`src/rtl/key_click_decoder.sv`:
```
// rtl/key_click_decoder.sv - single/double click classifier for debounced key pulses
// A press opens a timed window; a second press inside it is a double click, followed by a lockout.
module key_click_decoder #(
  parameter int               CNT_W   = 24,
  parameter logic [CNT_W-1:0] WIN_MAX = 24'd14999999
) (
  input  logic clk,
  input  logic rst,
  input  logic key_pulse,
  output logic single_o,
  output logic double_o,
  output logic busy_o
);

  typedef enum logic [1:0] {
    IDLE = 2'd0,
    WAIT = 2'd1,
    LOCK = 2'd2
  } state_t;

  state_t           state_q, state_d;
  logic [CNT_W-1:0] cnt_q, cnt_d;
  logic             single_d, double_d;

  wire win_end = (cnt_q == WIN_MAX);

  always_ff @(posedge clk or posedge rst) begin
    if (rst) begin
      state_q  <= IDLE;
      cnt_q    <= '0;
      single_o <= 1'b0;
      double_o <= 1'b0;
    end else begin
      state_q  <= state_d;
      cnt_q    <= cnt_d;
      single_o <= single_d;
      double_o <= double_d;
    end
  end

  always_comb begin
    state_d  = state_q;
    cnt_d    = cnt_q;
    single_d = 1'b0;
    double_d = 1'b0;
    case (state_q)
      IDLE: begin
        if (key_pulse) begin
          state_d = WAIT;
          cnt_d   = '0;
        end
      end
      WAIT: begin
        // A second press on the last window cycle still counts as a double click.
        if (key_pulse) begin
          double_d = 1'b1;
          state_d  = LOCK;
          cnt_d    = '0;
        end else if (win_end) begin
          single_d = 1'b1;
          state_d  = IDLE;
          cnt_d    = '0;
        end else begin
          cnt_d = cnt_q + CNT_W'(1);
        end
      end
      LOCK: begin
        // Presses are dropped here, including one coinciding with the exit edge.
        if (win_end) begin
          state_d = IDLE;
          cnt_d   = '0;
        end else begin
          cnt_d = cnt_q + CNT_W'(1);
        end
      end
      default: begin
        state_d = IDLE;
        cnt_d   = '0;
      end
    endcase
  end

  assign busy_o = (state_q != IDLE);

endmodule

```
`config.mk`:
```
export PLATFORM = sky130hd
export DESIGN_NAME = key_click_decoder
export DESIGN_NICKNAME = d
export VERILOG_FILES = /design/src/rtl/key_click_decoder.sv
export SDC_FILE = /design/constraint.sdc
export NUM_CORES = 1
export LEC_CHECK = 0
export ABC_AREA = 0
export ABC_CLOCK_PERIOD_IN_PS = 2500
export BUFFER_PORTS_ARGS = -buffer_cell sky130_fd_sc_hd__buf_2
export CAP_MARGIN = 20
export CELL_PAD_IN_SITES_DETAIL_PLACEMENT = 1
export CELL_PAD_IN_SITES_GLOBAL_PLACEMENT = 2
export CORE_ASPECT_RATIO = 1.25
export CORE_UTILIZATION = 39
export CTS_CLUSTER_SIZE = 14
export DETAILED_ROUTE_END_ITERATION = 12
export PLACE_DENSITY_LB_ADDON = 0.1
export RECOVER_POWER = 50
export REMOVE_ABC_BUFFERS = 1
export SLEW_MARGIN = 15
export SYNTH_ARGS = -nofsm -noshare
export SYNTH_HDL_FRONTEND = slang
export SYNTH_SLANG_ARGS = --single-unit
```
`constraint.sdc`:
```
create_clock -name clk -period 2.5 [get_ports clk]
set_input_delay 0.125 -clock clk [delete_from_list [all_inputs] [get_ports clk]]
set_output_delay 0.125 -clock clk [all_outputs]
set_load 0.005 [all_outputs]
```
==> flow_summary.toml <==
[power_and_ir_drop]
ir_drop_mv = 0.2495
power_density_mw_per_mm2 = 646.2
total_power_uw = 1142
p_leak_uw = 0.0007582

[synthesis]
yosys.area.top_type = "dfrtp_1"
synth_warnings = 0
yosysTopAreaCellShare_pct = 43.85
synth.distinct_cells = 41
yosys.area_share.simple_pct = 32.50
ys_top_cells_by_count = "dfrtp_1 (28), nor2_1 (20), nand2_1 (14)"
synth_edf_count = 0
synth_top_family_by_area = "simple AND/OR/NAND/NOR gates"
synth.most_common_cell = "dfrtp_1"
synth_area_leaders = "dfrtp_1 (44%), xor2_1 (6.6%), nor2_1 (4.7%)"
syn_area_mm2 = 0.001598
synthMuxAreaShare_pct = 0
syn_inst = 167
synth_fa_ha_area_share_pct = 3.915
synth_compound_area_share_pct = 7.987
synth-seq-cells = 28
synth.avg_cell_area_um2 = 9.568
synthXorXnorAreaFrac_pct = 8.222
synth_top_flop_cell = "dfrtp_1"
ys_seq_area_share_pct = 43.85
async_flop_share_pct = 100.0

[clock_tree]
htreeDepth = 1
cts.sinks = 28
clock_tree.root_cell = "clkbuf_8"
cts_buffers = 3
cts_buffer_depth = 2
insertion_delay_ps = 280
cts_tree = "yes"
path_clk_slew_ps = 100

[final_layout]
final_cells = 232
antennaDiodeCount = 0
area_growth_pct = 10.57
fillers = 464
finalNetCount = 187
drive_gt1_share_pct = 13.48

[routing]
drt_first_pass_iters = 4
vias_per_cell = 5.457
ant_nets = 0
vias = 1266
drc = 0
post_drt_wl_per_cell_um = 16.22
totalWireLength_um = 3764
drtIter0Drc = 54

[floorplan]
core_mm2 = 0.003847
die_area_mm2 = 0.004358
rows = 25
initial_utilization_pct = 41.53
dieHeight_um = 73.56
io-pin-count = 6
die_x_um = 59.25

[sta]
worst_pin_slew_ps = 1520
post-route-period-util_pct = 89.98
maxSlewViolCount = 29
min_period_ps = 2250
finalWorstSetupSlack_ps = 250.4
timing.setup.tns_ps = 0
slew_headroom_pct = -1.343
setup_viol = 0
rsz0062_at_grt = "false"
final.setup_skew_ps = 4.426
timing_hold_violations_final = 0
fmax_ghz = 0.4445
holdWs_ps = 105.8

[global_routing]
grt.total_usage_pct = 19.47
grt_max_degree = 29
gr-total-overflow = 0
first_global_vias = 1411
grt_pass1_wl_um = 6472
antenna_found_initial = 0

[placement]
place_hpwl_um = 2775
port_buffers = 5
dp_cells = 227
preCtsSetupSlack_ps = 167.8
gp_congestion = 0.7949

[outcome]
failed_checks = "capacitance limit, slew limit"
status = "finished, violations left"

[worst_hold_path]
min_path_type = "primary input to flop"

[worst_setup_path]
start_kind = "flop"
worstPathArrival_ps = 2460
critPathCaptureType = "flop"
required_ps = 2710
critPathKind = "flop to flop"
cp_max_fo = 13

[flow_run]
maxCapViolCount = 1
cell type report:
class	instances	area (µm²)	area share [%]
clock buffer	4	55.05	3.116
sequential	28	700.7	39.66
multi-input combinational	129	848.3	48.02
tap	54	67.56	3.824
inverter	5	18.77	1.062
timing repair buffer	12	76.32	4.320
routing by layer:
metal	global-route usage [%]	wire [µm]	part of all wire [%]	vias up
met3	2.113	49	1.3	4
met2	34.08	1872	50	8
li1	-	-	-	613
met4	5.820	38	1.0	0
met5	0	0	0	-
met1	24.81	1805	48	641
path summary, 6_finish.rpt:
kind | slack (ps) | depth (start not counted) | to | from
hold / removal | 110 | 2 | double_o | key_pulse
setup / recovery | 250 | 7 | cnt_q[17] | state_q[1]
hold reg to reg | 530 | 2 | cnt_q[1] | cnt_q[1]
setup reg to reg | 250 | 7 | cnt_q[17] | state_q[1]
max in group asynchronous | 710 | 4 | cnt_q[9] | rst
min in group asynchronous | 900 | 4 | cnt_q[2] | rst
power breakdown:
part | switching (µW) | leakage [µW] | internal, µW | total (µW)
combinational | 232 | 0.000342 | 112 | 344
clock | 148 | 0.0000288 | 141 | 289
sequential | 28.2 | 0.000388 | 481 | 509
flip-flops by register name (all words and copies together), names as in the netlist:
name / flops
double_o: 1
single_o: 1
cnt_q: 24
state_q: 2
cells in the final DEF, fill, tap and decap left out, types with 3 or more instances in the layout:
master / n
and2_1: 4
nor2_1: 20
and3_1: 4
dfrtp_1: 28
a31oi_1: 5
inv_1: 5
clkbuf_8: 4
nand4_1: 8
nor2b_1: 3
nand2_1: 14
buf_2: 5
ha_1: 5
o21ai_0: 3
nand3_1: 13
xnor2_1: 3
xor2_1: 12
buf_4: 5
cell families (layout without fill, tap and decap cells):
family	after synthesis	in the layout
XOR/XNOR	15	15
AND/OR/NAND/NOR	90	90
AO/OA/AOI/OAI	19	19
flip-flops	28	28
buffers and inverters	10	21
adder cells (fa/ha/maj)	5	5
timing repair:
item                                    CTS  global route
endpoints found under the setup margin    0             1
hold buffers                              1             0
resized for setup                         0             1
buffers inserted                          0             0
hold endpoints to repair                 28             0
critical path, cell delays in order, from the launching register on:
cell and delay, ps:
dfrtp_1 440, inv_1 110, ha_1 220, nor2b_1 240, o21ai_0 200, a21oi_4 380
or4b_1 470, a21oi_1 130
through the flow:
step           util, %  instance area (µm²)
6_report         45.92                 1767
5_1_grt          45.92                 1767
4_1_cts          45.82                 1763
3_5_place_dp     44.13                 1698
3_3_place_gp     44.13                 1698
2_1_floorplan        -                 1560
Note: power is estimated with default switching activity, not from simulation.
